File: src/rtl/ex_mem_stage.sv
`default_nettype none
// ============================================================================
//  Module   : ex_mem_stage
//  Brief    : EX->MEM pipeline stage. A 2-entry skid buffer (main + skid)
//             with valid/ready on both sides; resolves the branch decision
//             (pc_src) for the instruction accepted this cycle.
//  Revision : 1.0  initial release
// ============================================================================
module ex_mem_stage #(
  parameter int DATA_W  = 32,
  parameter int RADDR_W = 5
) (
  input  logic               clk,
  input  logic               rst,
  input  logic               flush,
  // EX side
  input  logic               ex_valid,
  output logic               ex_ready,
  input  logic [DATA_W-1:0]  ex_result,
  input  logic [3:0]         ex_flags,
  input  logic [DATA_W-1:0]  ex_wdata,
  input  logic [DATA_W-1:0]  ex_pc4,
  input  logic [RADDR_W-1:0] ex_rd,
  input  logic [3:0]         ex_ctrl,
  input  logic               ex_branch,
  output logic               pc_src,
  // MEM side
  output logic               mem_valid,
  input  logic               mem_ready,
  output logic [DATA_W-1:0]  mem_result,
  output logic [3:0]         mem_flags,
  output logic [DATA_W-1:0]  mem_wdata,
  output logic [DATA_W-1:0]  mem_pc4,
  output logic [RADDR_W-1:0] mem_rd,
  output logic [3:0]         mem_ctrl
);

  // One buffered instruction: {result, flags, wdata, pc4, rd, ctrl}
  localparam int BW = 3 * DATA_W + RADDR_W + 8;

  typedef enum logic [1:0] {
    EMPTY = 2'd0,
    ONE   = 2'd1,
    TWO   = 2'd2
  } state_e;

  state_e          state_q;
  logic [BW-1:0]   main_q;
  logic [BW-1:0]   skid_q;
  logic            main_valid_q;
  logic            skid_valid_q;

  logic [BW-1:0]   ex_bundle;
  logic            acc;
  logic            drn;

  assign ex_bundle = {ex_result, ex_flags, ex_wdata, ex_pc4, ex_rd, ex_ctrl};

  // Ready depends only on state, so mem_ready never reaches ex_ready.
  assign ex_ready  = ~skid_valid_q;
  assign mem_valid = main_valid_q;
  assign acc       = ex_valid & ex_ready;
  assign drn       = main_valid_q & mem_ready;

  // Branch taken only for an instruction actually accepted this cycle.
  assign pc_src = acc & ~flush & ex_branch & ex_flags[2];

  assign {mem_result, mem_flags, mem_wdata, mem_pc4, mem_rd, mem_ctrl} = main_q;

  // Skid-buffer FSM; valid bits are registered alongside the state so the
  // handshake outputs come straight from flops.
  always_ff @(posedge clk or posedge rst) begin
    if (rst) begin
      state_q      <= EMPTY;
      main_q       <= '0;
      skid_q       <= '0;
      main_valid_q <= 1'b0;
      skid_valid_q <= 1'b0;
    end else if (flush) begin
      // Data registers keep stale contents; only the valid bits matter.
      state_q      <= EMPTY;
      main_valid_q <= 1'b0;
      skid_valid_q <= 1'b0;
    end else begin
      case (state_q)
        EMPTY: begin
          if (acc) begin
            main_q       <= ex_bundle;
            main_valid_q <= 1'b1;
            state_q      <= ONE;
          end
        end
        ONE: begin
          if (acc && drn) begin
            main_q <= ex_bundle;
          end else if (acc) begin
            skid_q       <= ex_bundle;
            skid_valid_q <= 1'b1;
            state_q      <= TWO;
          end else if (drn) begin
            main_valid_q <= 1'b0;
            state_q      <= EMPTY;
          end
        end
        TWO: begin
          // Input is blocked here, so the skid entry always leaves next.
          if (drn) begin
            main_q       <= skid_q;
            skid_valid_q <= 1'b0;
            state_q      <= ONE;
          end
        end
        default: begin
          state_q      <= EMPTY;
          main_valid_q <= 1'b0;
          skid_valid_q <= 1'b0;
        end
      endcase
    end
  end

endmodule
`default_nettype wire

File: config.mk
export PLATFORM = sky130hd
export DESIGN_NAME = ex_mem_stage
export DESIGN_NICKNAME = d
export VERILOG_FILES = /design/src/rtl/ex_mem_stage.sv
export SDC_FILE = /design/constraint.sdc
export NUM_CORES = 1
export LEC_CHECK = 0
export BUFFER_PORTS_ARGS = -buffer_cell sky130_fd_sc_hd__buf_2
export CAP_MARGIN = 20
export CORE_AREA = 2 2 141 143
export DETAILED_ROUTE_END_ITERATION = 6
export DIE_AREA = 0 0 143 145
export GPL_TIMING_DRIVEN = 0
export PLACE_DENSITY = 0.74
export SYNTH_ARGS = -nofsm -noshare
export SYNTH_HDL_FRONTEND = slang
export SYNTH_SLANG_ARGS = --single-unit
File: constraint.sdc
create_clock -name clk -period 7.8 [get_ports clk]
set_input_delay 0.39 -clock clk [delete_from_list [all_inputs] [get_ports clk]]
set_output_delay 0.39 -clock clk [all_outputs]
set_load 0.005 [all_outputs]
==> results of run 1 <==
## per-layer routing
| metal | track usage, % | wire length [um] |
|---|---|---|
| met3 | 4.92 | 1370 |
| met1 | 29.2 | 9700 |
| met4 | 7.33 | 737 |
| met5 | 0 | 27 |
| met2 | 36.1 | 10900 |
## report_power, final
group | total, mW | internal [mW] | switching, mW
combinational | 1.03 | 0.549 | 0.484
clock | 1.17 | 0.723 | 0.443
sequential | 1.93 | 1.67 | 0.257
## critical path, stage by stage
cell	delay [ns]
clkbuf_1	0.37
clkbuf_1	0.57
clkbuf_1	0.43
nor3_1	0.11
buf_2	0.15
## final cells by class
| type | instances | area, um^2 | area share [%] |
|---|---|---|---|
| repair buffers | 226 | 1150 | 9.80 |
| plain buffers | 61 | 308 | 2.61 |
| inverters | 3 | 18.8 | 0.159 |
| clock buffers | 36 | 707 | 6.00 |
| multi-input cells | 462 | 3590 | 30.5 |
| flip-flops and latches | 222 | 5560 | 47.2 |
| clock inverters | 7 | 113 | 0.956 |
| diodes | 1 | 2.50 | 0.0212 |
| well taps | 265 | 332 | 2.82 |
## cell usage after synthesis (2+ instances only)
cell type,count,area (um^2)
dfrtp_1,222,5560
o21ai_0,208,1040
mux2i_1,109,1090
mux2_2,99,1110
clkbuf_1,23,86.3
buf_2,20,100
clkbuf_2,10,50.1
mux2_1,10,113
o21ai_1,10,50.1
buf_6,4,45.0
nand2_1,4,15.0
buf_4,3,22.5
inv_1,3,11.3
nand3_1,3,15.0
a211oi_1,2,15.0
a21oi_1,2,10.0
and2_1,2,12.5
nand2b_1,2,12.5
## sequential cells by signal, summed over array words and instances (netlist names)
name          count
skid_q          109
mem_valid         1
state_q           2
skid_valid_q      1
main_q          109
## metrics by stage
step	worst slack [ns]	instance area (um^2)	utilization (%)	TNS [ns]	total power, mW
floorplan	1.33	9460	-	0	2.50
global placement	-1.27	10900	56.9	-277.80	2.92
detailed placement	5.38	11000	57.0	0	2.98
CTS	5.36	11800	61.3	0	4.17
global route	5.20	11800	61.3	0	4.39
finish	5.38	11800	61.3	0	4.13
## cell families (layout without fill, tap and decap cells)
group	count (synthesis)	after routing	share of synthesized area, %
AOI/OAI and AO/OA	226	226	12.1
buffers and inverters	64	333	3.37
DFF	222	222	58.7
muxes	218	218	24.5
other	0	1	0
and+or+nand+nor	18	18	1.30
## cell usage in the layout (no fill, tap or decap), drive strengths merged, types with 3 or more instances in the layout
| cell | instances |
|---|---|
| nand2 | 4 |
| o21ai | 218 |
| dfrtp | 222 |
| inv | 3 |
| bufinv | 3 |
| mux2i | 109 |
| clkinv | 3 |
| clkbuf | 69 |
| mux2 | 109 |
| nand3 | 3 |
| buf | 254 |
## path summary, 6_finish.rpt
| check | startpoint | end | slack (ns) | depth (start not counted) |
|---|---|---|---|---|
| worst max-delay path | flush | pc_src | 5.38 | 5 |
| worst min-delay path | rst | skid_q[85] | 0.04 | 2 |
| worst max register to register | state_q[1] | skid_q[44] | 5.65 | 6 |
| worst min register to register | skid_q[41] | skid_q[41] | 0.48 | 1 |
| max in group asynchronous | rst | main_q[12] | 6.72 | 3 |
| min in group clk | ex_pc4[29] | skid_q[38] | 0.12 | 2 |
==> metrics.txt, run 1 <==
residual DRC count 0; vias per cell 5.41; Total Nets Final 1,115; Starting Density 49.3%; RSZ-0062 raised after global routing no; Post-synth EDFFs 0; clk sinks 222; # placed instances 1,239; WP data required 7.41 ns; Async SR Flop Fraction 100%; share of layout cells above drive strength 1 39.5%; Max clock buf depth 3; Setup CP Type primary input to primary output; fin crit period 2.42 ns; cts repair resizes 0; post-synthesis sequential area ratio 58.7%; Die Y-Extent 145 um; Post-Syn Nets 863; Yosys warning total 0; Crit. End Element primary output; # rows 51; CP Max Fanout 10; Area growth syn-to-layout 24.5%; clk root buf clkbuf_16; post-synthesis cell type count 30; Post-Synthesis Cell Area 0.00946 mm^2; non-filler cells, final 1,283; htree depth 1; Setup Buffers After CTS 0; Mapped Avg Cell Area 12.7 um^2; Worst EP arrival 2.03 ns; Placeable Area 0.0192 mm^2; final hold vios 0; clk_lat worst skew 0.50 ns; Max-slew headroom 47.5%; status completed; grt ovf 0; maxcap violations 0; Antenna Nets Post-Route 0; vias 6,943; RePlAce Congestion 0.800; Fillers 1,579; # hold bufs at CTS 0; hold_ws 0.0373 ns; Setup violations, final 0; Routed wire per std cell 17.7 um; Worst Hold Class primary input to asynchronous set/reset pin; Post-synth top flop dfrtp_1; fin. max-slew vios 0; period utilization 31.1%; routed wire length 22,800 um; Die ar. 0.0207 mm^2; Seq cells post-synth 222; f_max 413 MHz; first-pass GRT wire length 36,900 um; largest net degree at the start of global routing 116; total CTS buffers 24; Pleak 6.08 nW; First-pass DRT Iterations 4; Starting DRT DRC Count 213; Peak supply drop 0.188 mV; IO Count 227; Worst Tran Pin Value 0.787 ns; clock-pin slew on the worst setup and hold paths 0.06 ns; CTS tree done; Global Route Usage Sum 22.1%; crit start category primary input; synthesized instance count 748; initial antenna violation count 3; Die W 143 um; clock skew 0.00699 ns; vias in the first global route 7,197; IO buf count 225; PwrDens 351 mW/mm^2; hpwl dp 15,200 um
(Power assumes the default switching activity.)
==> run 2: changes to the inputs <==
==> constraint.sdc (replaced) <==
create_clock -name clk -period 2.4 [get_ports clk]
set_input_delay 0.12 -clock clk [delete_from_list [all_inputs] [get_ports clk]]
set_output_delay 0.12 -clock clk [all_outputs]
set_load 0.005 [all_outputs]
==> metrics.txt, run 2 (synthesized netlist as in run 1, its figures left out) <==
status completed; final hold vios 0; Die ar. 0.0207 mm^2; Setup violations, final 0; Placeable Area 0.0192 mm^2; grt ovf 0; Fillers 1,386; cts repair resizes 0; period utilization 92.2%; Pleak 6.60 nW; Net Sw Frac 29.5%; initial antenna violation count 2; commonest cells after routing, fill and taps aside 245 x buf_2, 222 x dfrtp_1, 208 x o21ai_0; Worst EP arrival 2.60 ns; fin. max-slew vios 0; hpwl dp 15,800 um; # rows 51; clock-pin slew on the worst setup and hold paths 0.06 ns; Die Y-Extent 145 um; clock network fraction of design power 28.0%; Starting Density 49.3%; RePlAce Congestion 0.808; Global Route Usage Sum 24.2%; largest net degree at the start of global routing 40; vias 7,395; Antenna Nets Post-Route 0; commonest non-fill, non-tap cell in the layout buf_2; end-of-flow core utilization 67.7%; worst slack, placed 0.184 ns; total CTS buffers 25; Routed wire per std cell 17.8 um; clk_lat worst skew 0.52 ns; Max clock buf depth 3; dpl cell area 0.0110 mm^2; Max-slew headroom 49.1%; fin crit period 2.21 ns; IO Count 227; WP data required 2.79 ns; Area growth syn-to-layout 37.4%; clk sinks 222; Setup CP Type flip-flop to flip-flop; RSZ-0062 raised after global routing no; IO buf count 225; Peak supply drop 0.602 mV; Internal 9.68 mW; Crit. End Element flip-flop; CP Max Fanout 10; routed wire length 25,000 um; Comb pwr share 26.1%; vias per cell 5.27; vias in the first global route 7,906; maxcap violations 0; First-pass DRT Iterations 4; htree depth 1; Worst Tran Pin Value 0.763 ns; Total Nets Final 1,232; Die W 143 um; first-pass GRT wire length 40,300 um; crit start category flip-flop; PwrDens 1060 mW/mm^2; area used by multi-input combinational logic 0.00359 mm^2; residual DRC count 0; R2R setup slack 0.19 ns; Switch Pwr 4.04 mW; Worst Hold Class primary input to flip-flop; f_max 452 MHz; share of layout cells above drive strength 1 36.4%; Starting DRT DRC Count 234; clock skew 0.0100 ns; largest registers main_q x109, skid_q x109, state_q x2; sequential share of power 46.0%; final instance area 0.0130 mm^2; CTS tree done; register area 0.00556 mm^2; clk root buf clkbuf_16; worst setup margin 0.186 ns
[run 2: worst paths after layout]
kind / start / endpoint / cells past startpoint
max: state_q[1] / skid_q[45] / 6
min: ex_valid / skid_valid_q / 4
max reg2reg: state_q[1] / skid_q[45] / 6
min reg2reg: skid_q[42] / skid_q[42] / 1
max in group asynchronous: rst / skid_q[6] / 6
min in group asynchronous: rst / main_q[82] / 3
[run 2: worst max-delay path: stages (launching register included)]
cell and delay, ns:
dfrtp_1 0.46, nor3b_2 0.33, nand3_1 0.17, nor2_4 0.33
buf_6 0.22, buf_4 0.22, mux2_1 0.34
[run 2: layout make-up]
| type | count | share of cell area, % |
|---|---|---|
| antenna | 2 | 0.0385 |
| buffer | 61 | 2.37 |
| clock buffer | 35 | 5.56 |
| clock inverter | 11 | 0.886 |
| inverter | 3 | 0.116 |
| multi-input combinational | 462 | 27.6 |
| sequential | 222 | 42.7 |
| tap | 265 | 2.55 |
| timing repair buffer | 342 | 18.1 |
[run 2: timing repair]
action / 4_1_cts / 5_1_grt
hold endpoints to repair: 264 / 0
hold buffers: 111 / 0
endpoints found under the setup margin: 0 / 0
buffers inserted: 0 / 0
[run 2: routing by layer]
| metal | global-route usage (%) | wire length (um) | vias to the layer above |
|---|---|---|---|
| met5 | 0 | 0 | - |
| met4 | 8.02 | 739 | 0 |
| met3 | 3.50 | 1180 | 57 |
| met2 | 42.2 | 12600 | 217 |
| met1 | 30.7 | 10500 | 3692 |
| li1 | - | - | 3429 |
[run 2: power by group through the flow]
stage	clock (mW)	sequential [mW]	combinational, mW
floorplan	0	6.23	1.91
global placement	0	6.24	3.26
detailed placement	0	6.31	3.42
CTS	3.92	6.28	3.57
global route	4.06	6.50	3.97
finish	3.84	6.31	3.58
[run 2: stage by stage]
stage / total power, mW / TNS (ns) / hold WS [ns] / instances
4_1_cts: 13.8 / 0 / 0.0685 / 1401
5_1_grt: 14.5 / 0 / 0.116 / 1403
2_1_floorplan: 8.14 / -136.76 / 0.255 / 748
3_3_place_gp: 9.50 / -446.58 / 0.355 / 1238
6_report: 13.7 / 0 / 0.0853 / 1403
3_5_place_dp: 9.73 / 0 / 0.180 / 1244
